[config.mk]
export PLATFORM = sky130hd
export DESIGN_NAME = stream_fifo
export DESIGN_NICKNAME = d
export VERILOG_FILES = /design/src/rtl/stream_pkg.sv /design/src/rtl/stream_fifo_mem.sv /design/src/rtl/stream_fifo.sv
export SDC_FILE = /design/constraint.sdc
export NUM_CORES = 1
export LEC_CHECK = 0
export ABC_AREA = 0
export CORE_ASPECT_RATIO = 0.5
export CORE_MARGIN = 4
export CORE_UTILIZATION = 39
export CTS_CLUSTER_DIAMETER = 80
export DETAILED_ROUTE_END_ITERATION = 6
export GPL_TIMING_DRIVEN = 0
export PLACE_DENSITY = 0.7
export SETUP_SLACK_MARGIN = 0.2
export SLEW_MARGIN = 25
export SYNTH_ARGS = -nofsm -noshare
export SYNTH_HDL_FRONTEND = slang
export SYNTH_SLANG_ARGS = --single-unit
export TNS_END_PERCENT = 20
[constraint.sdc]
create_clock -name clk -period 2.8 [get_ports clk]
set_input_delay 0.28 -clock clk [delete_from_list [all_inputs] [get_ports clk]]
set_output_delay 0.28 -clock clk [all_outputs]
set_load 0.02 [all_outputs]
[src/rtl/stream_pkg.sv]
// Shared definitions for the stream FIFO slice: default data width and the
// occupancy-counter width helper.
package stream_pkg;

    localparam int unsigned DEFAULT_DATA_WIDTH = 8;

    // A counter that must hold 0..depth inclusive needs one more state than depth.
    function automatic int unsigned clog2_count(input int unsigned depth);
        return $clog2(depth + 1);
    endfunction

endpackage

[src/rtl/stream_fifo_mem.sv]
// DEPTH x DATA_WIDTH register array: clocked write port without reset,
// asynchronous read port.
module stream_fifo_mem
    import stream_pkg::*;
#(
    parameter int unsigned DATA_WIDTH = DEFAULT_DATA_WIDTH,
    parameter int unsigned DEPTH      = 16,
    localparam int unsigned AW        = $clog2(DEPTH)
) (
    input  logic                  clk,
    input  logic                  we,
    input  logic [AW-1:0]         waddr,
    input  logic [DATA_WIDTH-1:0] wdata,
    input  logic [AW-1:0]         raddr,
    output logic [DATA_WIDTH-1:0] rdata
);

    logic [DATA_WIDTH-1:0] mem_q [DEPTH];

    always_ff @(posedge clk) begin
        if (we) begin
            mem_q[waddr] <= wdata;
        end
    end

    assign rdata = mem_q[raddr];

endmodule

[src/rtl/stream_fifo.sv]
// Valid/ready stream FIFO with registered occupancy count, almost-full flag
// and synchronous flush; storage lives in stream_fifo_mem.
module stream_fifo
    import stream_pkg::*;
#(
    parameter int unsigned DATA_WIDTH   = DEFAULT_DATA_WIDTH,
    parameter int          DEPTH        = 16,
    parameter int          AFULL_THRESH = DEPTH - 4,
    localparam int unsigned CW          = clog2_count(DEPTH)
) (
    input  logic                  clk,
    input  logic                  rst_n,
    input  logic                  flush,
    input  logic                  s_valid,
    output logic                  s_ready,
    input  logic [DATA_WIDTH-1:0] s_data,
    output logic                  m_valid,
    input  logic                  m_ready,
    output logic [DATA_WIDTH-1:0] m_data,
    output logic [CW-1:0]         count,
    output logic                  almost_full
);

    localparam int unsigned AW = $clog2(DEPTH);

    if (DEPTH < 2 || (DEPTH & (DEPTH - 1)) != 0) begin : g_bad_depth
        $error("stream_fifo: DEPTH must be a power of two >= 2");
    end
    if (AFULL_THRESH < 1 || AFULL_THRESH > DEPTH) begin : g_bad_thresh
        $error("stream_fifo: AFULL_THRESH must lie in 1..DEPTH");
    end

    logic [AW-1:0] wr_ptr_q, wr_ptr_d;
    logic [AW-1:0] rd_ptr_q, rd_ptr_d;
    logic [CW-1:0] count_q,  count_d;
    logic          push, pop, mem_we;

    // Handshake outputs depend only on registered count, never on s_valid/m_ready.
    assign s_ready     = (count_q != CW'(DEPTH));
    assign m_valid     = (count_q != '0);
    assign almost_full = (count_q >= CW'(AFULL_THRESH));
    assign count       = count_q;

    assign push   = s_valid & s_ready;
    assign pop    = m_valid & m_ready;
    assign mem_we = push & ~flush;

    always_comb begin
        wr_ptr_d = wr_ptr_q;
        rd_ptr_d = rd_ptr_q;
        count_d  = count_q;
        if (flush) begin
            wr_ptr_d = '0;
            rd_ptr_d = '0;
            count_d  = '0;
        end else begin
            if (push) begin
                wr_ptr_d = wr_ptr_q + AW'(1);
            end
            if (pop) begin
                rd_ptr_d = rd_ptr_q + AW'(1);
            end
            if (push && !pop) begin
                count_d = count_q + CW'(1);
            end else if (pop && !push) begin
                count_d = count_q - CW'(1);
            end
        end
    end

    always_ff @(posedge clk or negedge rst_n) begin
        if (!rst_n) begin
            wr_ptr_q <= '0;
            rd_ptr_q <= '0;
            count_q  <= '0;
        end else begin
            wr_ptr_q <= wr_ptr_d;
            rd_ptr_q <= rd_ptr_d;
            count_q  <= count_d;
        end
    end

    stream_fifo_mem #(
        .DATA_WIDTH (DATA_WIDTH),
        .DEPTH      (DEPTH)
    ) u_mem (
        .clk   (clk),
        .we    (mem_we),
        .waddr (wr_ptr_q),
        .wdata (s_data),
        .raddr (rd_ptr_q),
        .rdata (m_data)
    );

endmodule

==> impl_metrics.toml <==
[status]
status = "finished, final reports clean"

[layout]
layout_common_cells = "edfxtp_1 (128), mux4_2 (32), nor2_1 (28)"
diodes = 0
register_area_mm2 = 0.00417
drive_above_1_share_pct = 27.0
multi_input_area_mm2 = 0.00168
finish.instance_area_mm2 = 0.00723
fill_cells = 1207
layout.nets = 399
layout_commonest_cell = "edfxtp_1"
area_growth_syn_to_layout_pct = 23.6

[synthesis]
yosys.area_share.simple_pct = 5.97
synthAdderAreaFrac_pct = 2.27
synth_cell_types = 45
synth_top_area_cell = "edfxtp_1"
synth_area_mm2 = 0.00585
syn_nets = 342
yosysWarnings = 0
syn-mean-instance-area_um2 = 18.3
ys_seq_elements = 141
synth_async_sr_flop_share_pct = 9.22
syn_inst = 319
synth_compound_area_share_pct = 5.03
synthXorXnorAreaFrac_pct = 0.899
synth.area.mux_share_pct = 13.0
yosysTopAreaCellShare_pct = 65.8
synth_area_leaders = "edfxtp_1 (66%), mux4_2 (12%), dfrtp_1 (5.6%)"
synth-seq-area-share_pct = 71.3
synth_top_family_by_area = "multiplexers"
synth_edf_count = 128
synthFlopType = "edfxtp_1"

[clocking]
clock_latency_ns = 0.41
tritoncts = "yes"
htreeDepth = 4
hold_buffers = 0
cts_buffer_depth = 2
cts_root_buf = "clkbuf_16"
cts_buffers = 17
path_clk_slew_ns = 0.05
cts.sinks = 141

[power]
p_leak_nw = 2.41
total_power_w = 0.00692
power_per_cell_area_mw_per_mm2 = 958
ir_worst_vdd_mv = 0.573

[sta]
timing.fmax_mhz = 382
clock-skew-final_ns = 0.00566
finalWorstSetupSlack_ns = 0.185
finalHoldViolCount = 0
rsz0062_at_grt = "true"
tightest_slew_ns = 0.836
min_period_over_period_pct = 93.4
timing.final.max_slew_violations = 0
whs_ns = 0.261
finalSetupViolations = 0
slew_headroom_pct = 44.1
fin_tns_setup_ns = 0
fin_crit_ns = 2.61

[critical_path]
end_kind = "flop"
path_class = "flop to flop"
crit_path_max_incr_delay_ns = 0.55
arrival_ns = 2.94
cp_top_family = "simple AND/OR/NAND/NOR gates"
worst_setup_path_start_kind = "flop"
critPathBufInv = 0
slowest_stage = "or4_4"
crit_fanout = 5
cp_cell_sequence = "or4_4 -> o21ai_4 -> nand2_4 -> ha_4 -> a21oi_1 -> and2_4 -> or4b_1 -> a41oi_2"
cp.required_ns = 3.13

[drt]
drc = 0
vias = 3137
via_per_inst = 5.34
routed_wirelength_mm = 11.9
antenna_left = 0
first_pass_iters = 5
drt_iter0_markers = 258
wl_per_cell_um = 20.2

[die]
die_area_mm2 = 0.0171
die_width_um = 181
ioPinCount = 29
initial_core_util_pct = 40.1
core_mm2 = 0.0146
die_h_um = 94.6
row_count = 31

[place]
place_congestion = 0.783
hpwl_mm = 7.48
dp_worst_setup_slack_ns = -0.200
placed_area_mm2 = 0.00638
numPortBuffers = 27

[worst_hold_path]
hold_path_class = "input pin to async pin"

[global_routing]
grt_pass1_wl_mm = 18.4
grt_pass1_vias = 3171
gr-usage-met3_pct = 4.96
grt_max_degree = 17
grt-busiest-layer = "met2"
antenna_found_initial = 0
grt_use_total_pct = 14.7
grt-ovfl-total = 0
gr-usage-met1_pct = 20.1
use_met2_pct = 22.7

[job]
drv_cap = 0
==> power by group <==
part           switching (W)  leakage, nW  internal, W  total, W
sequential         0.0000704         1.32      0.00238   0.00245
clock               0.000839        0.308      0.00158   0.00241
combinational        0.00105        0.782      0.00101   0.00206
==> repair_timing <==
action	in CTS	in global routing
gates resized for setup	32	7
buffers inserted	11	0
hold endpoints to repair	0	0
endpoints found under the setup margin	9	9
pin swaps	3	2
==> area by class of cell <==
cell class / count / area share (%)
Clock inverter: 15 / 3.00
Multi-Input combinational cell: 160 / 23.2
Clock buffer: 17 / 5.89
Inverter: 4 / 0.208
Buffer: 14 / 1.59
Sequential cell: 141 / 57.8
Tap cell: 198 / 3.43
Timing Repair Buffer: 38 / 4.90
==> per-layer routing <==
metal / wire length (µm) / vias up
li1: - / 1398
met1: 4960 / 1597
met2: 5710 / 127
met3: 1060 / 15
met4: 134 / 0
met5: 0 / -
==> cell families after synthesis <==
family / Yosys count
compound gates: 38
xor+xnor: 6
fa+ha+maj: 10
buf+inv: 18
flops: 141
mux: 36
simple gates: 70
==> per-stage QoR <==
stage               utilization (%)  std cells
finish                         49.5        587
global route                   49.5        587
CTS                            49.4        587
detailed placement             43.7        544
global placement               43.7        544
floorplan                         -        319
==> state kept, by name, indices dropped and copies added (netlist names) <==
name	cells
count	5
rd_ptr_q	4
u_mem.mem_q	128
wr_ptr_q	4
==> worst paths after layout <==
| kind | endpoint | cells after the start | from | slack (ns) |
|---|---|---|---|---|
| hold / removal | wr_ptr_q[1] | 1 | rst_n | 0.26 |
| max in group asynchronous | count[3] | 1 | rst_n | 2.10 |
| setup reg to reg | count[4] | 8 | count[3] | 0.19 |
| setup / recovery | count[4] | 8 | count[3] | 0.19 |
| hold reg to reg | wr_ptr_q[1] | 2 | wr_ptr_q[1] | 0.62 |
| min in group clk | count[1] | 3 | flush | 0.44 |
==> Yosys cell counts, types with 2 or more instances <==
master      n
buf_1       2
clkbuf_1    5
nor2b_1     4
xnor2_1     2
nand2_1    19
mux4_2     32
ha_1        9
inv_1       4
edfxtp_1  128
a31oi_1     2
o21ai_0     3
buf_2       3
nand2b_1    4
nor2_1     28
dfrtp_1    13
a21oi_1     6
xor2_1      4
o211ai_1    2
buf_4       3
nand3_1     3
mux2i_1     3
and2_1      2
a22oi_1    16
(Power assumes the default switching activity.)
